### src/rtl/regfile_wb_arbiter.sv
// ---------------------------------------------------------------------------
// regfile_wb_arbiter
//
// Arbitrates two writeback requesters onto a single register-file write port.
// It also keeps a 32-entry busy scoreboard of destination registers that have
// a reservation from issue but have not yet been written back.
//
// Handshake semantics (both requesters): a transfer happens in a cycle where
// wbN_valid and wbN_ready are both 1. wbN_ready is combinational and is only
// raised for the arbitration winner, so at most one transfer happens per
// cycle. A requester that is not granted must hold valid, reg and data stable.
//
// Ports
//   clk, rst_n              clock, asynchronous active-low reset
//   rsv_valid, rsv_reg      destination reservation from issue
//   wb0_valid/reg/data/ready ALU writeback requester
//   wb1_valid/reg/data/ready load / multi-cycle writeback requester
//   chk_reg1/2, chk_busy1/2 decode source-operand busy lookups
//   EnableWrite, write_reg, write_data  registered register-file write port
//   busy_map                scoreboard, bit n = register n has a pending write
// ---------------------------------------------------------------------------
module regfile_wb_arbiter #(
  parameter int DATA_W = 32,
  parameter int ADDR_W = 5
) (
  input  logic              clk,
  input  logic              rst_n,
  input  logic              rsv_valid,
  input  logic [ADDR_W-1:0] rsv_reg,
  input  logic              wb0_valid,
  input  logic [ADDR_W-1:0] wb0_reg,
  input  logic [DATA_W-1:0] wb0_data,
  output logic              wb0_ready,
  input  logic              wb1_valid,
  input  logic [ADDR_W-1:0] wb1_reg,
  input  logic [DATA_W-1:0] wb1_data,
  output logic              wb1_ready,
  input  logic [ADDR_W-1:0] chk_reg1,
  input  logic [ADDR_W-1:0] chk_reg2,
  output logic              chk_busy1,
  output logic              chk_busy2,
  output logic              EnableWrite,
  output logic [ADDR_W-1:0] write_reg,
  output logic [DATA_W-1:0] write_data,
  output logic [31:0]       busy_map
);

  // 0: wb0 won the most recent transfer, 1: wb1 did.
  logic              last_grant;
  logic              grant0;
  logic              grant1;
  logic              hs;
  logic [ADDR_W-1:0] win_reg;
  logic [DATA_W-1:0] win_data;
  logic [31:0]       set_mask;
  logic [31:0]       clr_mask;
  logic [31:0]       busy_next;

  always_comb begin
    grant0 = 1'b0;
    grant1 = 1'b0;
    // Readies are held low while reset is asserted, independent of the
    // clock, so no transfer can be accepted during reset.
    if (rst_n) begin
      if (wb0_valid && wb1_valid) begin
        // Contention: the requester that did not win last time goes next.
        grant0 = last_grant;
        grant1 = !last_grant;
      end else begin
        grant0 = wb0_valid;
        grant1 = wb1_valid;
      end
    end
    hs       = grant0 || grant1;
    win_reg  = grant1 ? wb1_reg  : wb0_reg;
    win_data = grant1 ? wb1_data : wb0_data;
    clr_mask = hs ? (32'd1 << win_reg) : 32'd0;
    // Register 0 is never tracked as busy.
    set_mask = (rsv_valid && (rsv_reg != '0)) ? (32'd1 << rsv_reg) : 32'd0;
    // Set is applied after clear so a same-cycle reservation wins.
    busy_next = (busy_map & ~clr_mask) | set_mask;
  end

  assign wb0_ready = grant0;
  assign wb1_ready = grant1;

  assign chk_busy1 = (chk_reg1 != '0) && (|(busy_map & (32'd1 << chk_reg1)));
  assign chk_busy2 = (chk_reg2 != '0) && (|(busy_map & (32'd1 << chk_reg2)));

  always_ff @(posedge clk or negedge rst_n) begin
    if (!rst_n) begin
      last_grant  <= 1'b1;
      EnableWrite <= 1'b0;
      write_reg   <= '0;
      write_data  <= '0;
      busy_map    <= '0;
    end else begin
      busy_map <= busy_next;
      if (hs) begin
        last_grant  <= grant1;
        write_reg   <= win_reg;
        write_data  <= win_data;
        // Writes to register 0 are accepted but never strobed.
        EnableWrite <= (win_reg != '0);
      end else begin
        EnableWrite <= 1'b0;
      end
    end
  end

endmodule

### config.mk
export PLATFORM = sky130hd
export DESIGN_NAME = regfile_wb_arbiter
export DESIGN_NICKNAME = d
export VERILOG_FILES = /design/src/rtl/regfile_wb_arbiter.sv
export SDC_FILE = /design/constraint.sdc
export NUM_CORES = 1
export LEC_CHECK = 0
export ABC_AREA = 0
export CORE_UTILIZATION = 48
export CTS_BUF_LIST = sky130_fd_sc_hd__clkbuf_2 sky130_fd_sc_hd__clkbuf_4 sky130_fd_sc_hd__clkbuf_8
export DETAILED_ROUTE_END_ITERATION = 8
export HOLD_SLACK_MARGIN = 0.08
export MAX_ROUTING_LAYER = met4
export PLACE_DENSITY = 0.89
export SETUP_SLACK_MARGIN = 0.1
export SLEW_MARGIN = 25
export SYNTH_ARGS = -nofsm -noshare
export SYNTH_HDL_FRONTEND = slang
export SYNTH_SLANG_ARGS = --single-unit
### constraint.sdc
create_clock -name clk -period 3.75 [get_ports clk]
set_clock_uncertainty 0.2 [all_clocks]
set_input_delay 0.75 -clock clk [delete_from_list [all_inputs] [get_ports clk]]
set_output_delay 0.75 -clock clk [all_outputs]
set_load 0.1 [all_outputs]
# Word-level counts from Yosys, hierarchy flattened
# Index checks and enable logic that the tools add are counted.
# word_totals
reg_bits	71
wordCells	35
output_inout_bits	74
inputBits	94
# op_classes
reduce_logical	12
n_bitwise	5
shifts	4
mux	9
# ops
operator	n
<< shifter 1 x 5 -> 32 bit, first input constant	4
bitwise AND 32 bit	3
two-way mux 32 bit	3
OR reduction 32 bit	2
NOT 32 bit	1
bitwise OR 32 bit	1
nonzero test 5 bit	4
two-way mux 1 bit	5
two-way mux 5 bit	1
logical AND 1 bit	4
logical NOT 1 bit	1
logical OR 1 bit	1

# Logic depth before layout (Yosys ltp)
# Gate-level depths: netlist of run 1.
# depth
ltp_word	9
mapped_depth	7
depth_no_buf	6

# Worst setup path before layout of run 1
# No wires, ideal clock.
# synth_timing
path_type	flip-flop to output port
startpoint	register busy_map[2]
endpoint	output chk_busy1
t_arrival_ns	4.000
path_stages_with_launch	6
n_path_buf	0
t_required_ns	2.800
setup_slack_ns	-1.200
path_cell_list	dfrtp_1 -> mux2_2 -> a221oi_1 -> o311ai_0 -> a211oi_1 -> o311ai_1
# synth_via
elab_chain_len	3
# synth_lines
element	line_no	rtl
start: declaration	45	output logic [31:0] busy_map
start signal: assignment	98	busy_map <= busy_next;
bitwise AND 32 bit	87	assign chk_busy1 = (chk_reg1 != '0) && (|(busy_map & (32'd1 << chk_reg1)));
OR reduction 32 bit	87	
logical AND 1 bit	87	
end: declaration	40	output logic chk_busy1,
# No other way between the ends.

# Final worst setup path of run 1
# layout_timing
startpoint	input chk_reg2[2]
endpoint	output chk_busy2
# layout_via
elab_chain_len	4
elab_cells_between_ends	5
cone_classes	1 x shift; 1 x bitwise; 3 x reduce/logical
# layout_lines
element	line_no	rtl
start: declaration	39	input logic [ADDR_W-1:0] chk_reg2,
<< shifter 1 x 5 -> 32 bit	88	assign chk_busy2 = (chk_reg2 != '0) && (|(busy_map & (32'd1 << chk_reg2)));
bitwise AND 32 bit	88	
OR reduction 32 bit	88	
logical AND 1 bit *	88	
end: declaration	41	output logic chk_busy2,
# Every way passes the cells marked *; elsewhere a longest branch is shown, timed or not.

==> metrics, run 1 <==
# IOs 168; Post-Place Cells 688; Sink Count 71; largest net degree at the start of global routing 67; CTS tree yes; Post-synth EDFFs 0; Synth area leader dfrtp_1; crit path kind in -> out; Seq/Total Area, Yosys 43.00%; Area Growth Syn to Fin 50.29%; met3 Usage GRT 7.005%; post-synthesis cell area 4135 um^2; Synth Area in Adders 0%; Post-Route WL ~14000 um; status complete, no violations; Die Y 94.82 um; Worst Path Arrival 2680 ps; final setup margin about 120 ps; Compound-Gate Fraction of Synth Area 23.09%; clk slew on worst S/H paths 70 ps; slowest cell on the critical path clkdlybuf4s50_1; area of the die 8990 um^2; Core Area slightly above 8000 um^2; first-pass GRT wire length 21000 um; multiplexer share of the synthesized area 14.07%; deepest clock path buffer count 2; # H-tree levels 3; main combinational cell family by area after synthesis compound AO/OA/AOI/OAI gates; synthesized area per cell approximately 9.7 um^2; Initial DRC Count ~300; Hold EP last_grant$_DFFE_PN1P_; Slew Limit Headroom 31.42%; Slew Viols, Final 0; Reg2Reg Setup Slack 1600 ps; Syn. warnings 0; initial antenna violation count 0; Starting Density 50.08%; leak pwr 2.717 nW; Crit Path Max Fanout 8; CTS Buf Count 9; RSZ-0062 raised after global routing true; final worst-path cycle share 96.86%; Worst Min Path Start last_grant$_DFFE_PN1P_; area share of the largest cell type after synthesis 42.36%; RR Startpoint last_grant$_DFFE_PN1P_; synthesized instance count approximately 430; Final Critical Period 3632 ps; die outline width 94.82 um; Via Count 4252; port buffer count 167; Hold Crit Depth 2; most frequent cells in the layout clkdlybuf4s50_1 (133), dfrtp_1 (70), o21ai_0 (62); vias in the first global route 4187; crit path cell chain clkdlybuf4s50_1 > buf_4 > or4b_1 > nand4_1 > a2111oi_2 > o31ai_4 > buf_12; ys async rst share 100.0%; layout cell share with drive strength beyond 1 17.33%; Main synth FF type dfrtp_1; worst skew pair latency 340 ps; CP Buf/Inv Count 3; Worst setup SP type primary input; syn nets 521; RR Endpoint busy_map[5]$_DFF_PN0_; fin cells 705; Vias/cell roughly 6.0; commonest non-fill, non-tap cell in the layout clkdlybuf4s50_1; Slew @ Worst Pin 1025 ps; grt peak-use layer met2; grt total ovfl 0; Root Buffer clkbuf_8; drt wl/cell 19.49 um; library cells used by synthesis 56; Req. time, crit path around 2800 ps; Synth Area in Simple Gates around 15%; met1 Resource Use GR 35.89%; DRC viols 0; Seq cells post-synth 71; Crit. End Element output port; ANT cells 0; GRT Resource Usage Total 32.07%; Final setup viols 0; xor/xnor cell area share of the yosys netlist 0%; post-place setup slack -41.42 ps; DPL Wire Length 10160 um; largest cells by area after synthesis dfrtp_1 (42%), mux2i_1 (10%), o21ai_0 (7.5%), o31ai_1 (6.0%), nand2_1 (4.8%); Peak supply drop 318.8 uV; Crit path largest cell delay 520 ps; 1st-pass router iterations 5; Hold Path Class reg -> reg; met2 Use GR 53.84%; worst reg2reg path depth 6; Antenna Nets Post-Route 0; cell area power density 613.6 nW/um^2; CP delay by family, top buffers and inverters; # nets final around 700; max_cap viols 0; routability cong. approximately 0.95; Row Count 33; Final Hold Vio Count 0; f_max 275.3 MHz
[stage by stage]
stage               total power [W]  hold slack, ps  utilization, %  setup TNS (ps)  cell area [um^2]
floorplan                  0.002502           250.3               -          -275.4              4156
global placement           0.003076           260.1           71.89          -35.08              5937
detailed placement         0.003107           265.8           71.89          -41.42              5937
CTS                        0.003797           277.4           74.80               0              6177
global route               0.003924           311.2           75.26               0              6215
finish                     0.003813           277.0           75.26               0              6215
[area by class of cell]
class,count,area (um^2)
Clock inverter,6,83.83
Sequential cell,71,1778
Fill cell,575,2043
Clock buffer,10,137.6
Tap cell,105,131.4
Timing Repair Buffer,185,1815
Multi-Input combinational cell,319,2235
Inverter,9,33.78
[worst max path at each step]
stage	from	to	slack [ps]	cells past startpoint
detailed placement	chk_reg2[3]	chk_busy2	-40	8
global route	chk_reg2[0]	chk_busy2	70	7
finish	chk_reg2[2]	chk_busy2	120	7
CTS	chk_reg2[3]	chk_busy2	60	8
floorplan	busy_map[2]$_DFF_PN0_	chk_busy1	-280	5
global placement	chk_reg2[3]	chk_busy2	-40	8
[cells by family after synthesis]
kind of cell,after synthesis
and+or+nand+nor,120
AOI/OAI and AO/OA,144
DFF,71
buffers and inverters,37
muxes,55
[cell usage after synthesis (all sizes together) (3+ instances only)]
| master | instances |
|---|---|
| a31oi | 10 |
| buf | 17 |
| nor2b | 7 |
| nand3b | 5 |
| mux2i | 42 |
| dfrtp | 70 |
| o21ai | 69 |
| nand3 | 9 |
| nand4b | 3 |
| nor2 | 6 |
| a21oi | 8 |
| or4b | 3 |
| nand2 | 54 |
| nand4 | 8 |
| a211oi | 4 |
| nor3 | 3 |
| nand2b | 8 |
| or2 | 3 |
| mux2 | 12 |
| a22oi | 3 |
| clkbuf | 11 |
| inv | 9 |
| o311ai | 3 |
| o31ai | 34 |
[metal layers]
metal / up-vias / part of all wire (%)
met5: - / 0
met4: 0 / 3.9
met3: 49 / 8.9
met2: 274 / 50
met1: 1991 / 37
li1: 1938 / -
[timing repair]
action,4_1_cts,5_1_grt
resized for setup,4,11
setup buffers,0,0
endpoints found under the setup margin,2,2
hold buffers,1,0
endpoints found under the hold margin,4,0
pin swaps,0,1
[power by group]
part / switching [W] / total (W) / leakage [nW] / internal [W]
clock network: 0.000298 / 0.000688 / 0.116 / 0.000390
registers: 0.000195 / 0.00111 / 0.858 / 0.000914
logic: 0.00150 / 0.00202 / 1.74 / 0.000521
[worst min-delay path: cells and delay by family, from the launching register on]
family	cells	cell delay, ps
and+or+nand+nor	2	100
DFF	1	380
(Power assumes the default switching activity.)
==> run 2: changes to the inputs <==
clock period = 4.4 ns   (was 3.75 ns; I/O delays follow)
==> run 2 against run 1 <==
  * Global-route usage decreased by 1.2 points
  * Largest cell class unchanged
  * Critical endpoint unchanged
  * Sequential cell count is the same
  * Worst setup slack better by 180 ps
  * Critical path depth is the same
  * Final area decreased by 1.7%
==> metrics, run 2 (same netlist as run 1, synthesis figures left out) <==
Seq pwr share 29.7% (was 29.1%); Req. time, crit path 3320 ps (was 2800 ps); post-route cell area 6108 um^2 (was 6215 um^2); Worst setup SP type primary input (unchanged); Met1 Wirelength 5117 um (was 5104 um); DRC viols 0 (unchanged); Net Sw Frac 52.06% (was 52.14%); crit path kind in -> out (unchanged); GRT Resource Usage Total 30.85% (was 32.07%); Post-Place Cells 679 (was 688); cts hold-fix bufs 0 (was 1); most frequent cells in the layout clkdlybuf4s50_1 (161), dfrtp_1 (70), o21ai_0 (62) (was clkdlybuf4s50_1 (133), dfrtp_1 (70), o21ai_0 (62)); Reg area 1778 um^2 (unchanged); max_cap viols 0 (unchanged); Slew Limit Headroom 30.95% (was 31.42%); Antenna Nets Post-Route 0 (unchanged); Slew Viols, Final 0 (unchanged); met3 wire length 1023 um (was 1223 um); drt wl/cell 18.50 um (was 19.49 um); Internal Power 0.001516 W (was 0.001825 W); port buffer count 167 (unchanged); Starting Density 50.08% (unchanged); total negative setup slack 0 ps (unchanged); layout cell share with drive strength beyond 1 11.36% (was 17.33%); DPL Wire Length 9807 um (was 10160 um); Worst Path Arrival 3020 ps (was 2680 ps); Final Hold Vio Count 0 (unchanged); Final Critical Period between 4000 and 5000 ps; Post-Route WL 12860 um (was 13740 um); Row Count 33 (unchanged); Final Util 73.97% (was 75.26%); worst skew pair latency 330 ps (was 340 ps); Area Growth Syn to Fin 47.72% (was 50.29%); CTS Buf Count 9 (unchanged); deepest clock path buffer count 2 (unchanged); Crit path largest cell delay 710 ps (was 520 ps); crit path cell chain clkdlybuf4s50_1 > mux2_2 > nand2_1 > o22ai_1 > a2111oi_0 > o31ai_2 > buf_12 (was clkdlybuf4s50_1 > buf_4 > or4b_1 > nand4_1 > a2111oi_2 > o31ai_4 > buf_12); initial antenna violation count 0 (unchanged); slowest cell on the critical path clkdlybuf4s50_1 (unchanged); clk slew on worst S/H paths 70 ps (about the same); Root Buffer clkbuf_8 (unchanged); Via Count 4094 (was 4252); Multi-input gate area 2196 um^2 (was 2235 um^2); # H-tree levels 3 (unchanged); routability cong. 0.9663 (was 0.9500); Core Area 8258 um^2 (unchanged); # nets final 679 (was 689); Psw 0.001647 W (was 0.001988 W); Hold Path Class in -> async (was reg -> reg); die outline width 94.82 um (unchanged); grt total ovfl 0 (unchanged); Crit Path Max Fanout 9 (was 8); fin cells 695 (was 705); f_max approximately 240 MHz; RR Startpoint last_grant$_DFFE_PN1P_ (unchanged); Critical Path Start chk_reg2[3] (was chk_reg2[2]); leak pwr 2.590 nW (was 2.717 nW); part of the power in combinational logic 54.0% (was 52.9%); RSZ-0062 raised after global routing false (was true); Final setup viols 0 (unchanged); final worst-path cycle share a little over 90%; Area after DPL 5908 um^2 (was 5937 um^2); DR top layer met4 (unchanged); Vias/cell 5.891 (was 6.031); Die Y 94.82 um (unchanged); first-pass GRT wire length 20210 um (was 21000 um); clock network fraction of design power 16.3% (was 18.0%); 1st-pass router iterations 5 (unchanged); largest net degree at the start of global routing 54 (was 67); Peak supply drop 268.4 uV (was 318.8 uV); vias in the first global route 3995 (was 4187); cell area power density 517.8 nW/um^2 (was 613.6 nW/um^2); Sink Count 71 (unchanged); CTS tree yes (unchanged); commonest non-fill, non-tap cell in the layout clkdlybuf4s50_1 (unchanged); Slew @ Worst Pin 1033 ps (was 1025 ps); routed wl met2 6376 um (was 6877 um); Crit. End Element output port (unchanged); # IOs 168 (unchanged); area of the die 8990 um^2 (unchanged); status complete, no violations (unchanged); Initial DRC Count 353 (was 303); ANT cells 0 (unchanged); fillcell total 571 (was 575)
==> run 2: cell types whose count changed in the layout (fill, tap and decap cells not counted), sizes merged <==
cell and change:
dlygate4sd3 -1, clkdlybuf4s50 +28, clkinv -1, dlymetal6s2s -3
buf -33, dlygate4sd2 -1, bufinv -1, clkbuf +2
==> run 2: final timing paths <==
kind	end	slack, ps	depth (start not counted)
worst max-delay path	chk_busy2	300	7
max in group asynchronous	write_data[29]$_DFFE_PN0P_	2760	2
worst min register to register	write_reg[0]$_DFFE_PN0P_	280	2
worst min-delay path	write_data[1]$_DFFE_PN0P_	260	1
min in group clk	write_reg[0]$_DFFE_PN0P_	280	2
worst max register to register	busy_map[19]$_DFF_PN0_	2130	6
==> run 2: critical path, delay by kind of cell <==
kind                   cells  cell delay [ps]
multiplexers               1              380
buffers and inverters      2              900
AO/OA/AOI/OAI              3              800
AND/OR/NAND/NOR            1               60
==> run 2: final cells by class <==
class | instances | share of cell area [%]
clock buffers | 12 | 2.499
clock inverters | 4 | 0.7374
inverters | 9 | 0.5531
multi-input cells | 319 | 35.95
flip-flops and latches | 71 | 29.11
well taps | 105 | 2.151
repair buffers | 175 | 29.00
==> run 2: stage by stage <==
step | hold WS [ps] | setup slack (ps) | total power [W]
floorplan | 250.3 | 171.1 | 0.002130
global placement | 258.2 | 269.5 | 0.002630
detailed placement | 269.3 | 212.8 | 0.002652
CTS | 268.1 | 232.2 | 0.003165
global route | 283.3 | 161.7 | 0.003272
finish | 262.5 | 295.6 | 0.003163
==> run 2: repair_timing <==
action,CTS,global route
setup endpoints to repair,0,1
buffers inserted,0,0
endpoints found under the hold margin,0,0
resized for setup,0,1
==> run 2: routing by layer <==
| layer | up-vias | GRT usage [%] |
|---|---|---|
| li1 | 1916 | - |
| met1 | 1918 | 37.22 |
| met2 | 235 | 50.36 |
| met3 | 25 | 5.958 |
| met4 | 0 | 13.26 |
| met5 | - | - |
==> run 2: power by group through the flow <==
stage	logic, W	clock network (W)	registers [W]
2_1_floorplan	0.000329	0	0.00180
3_3_place_gp	0.00169	0	0.000943
3_5_place_dp	0.00171	0	0.000946
4_1_cts	0.00171	0.000520	0.000935
5_1_grt	0.00177	0.000550	0.000951
6_report	0.00171	0.000515	0.000940
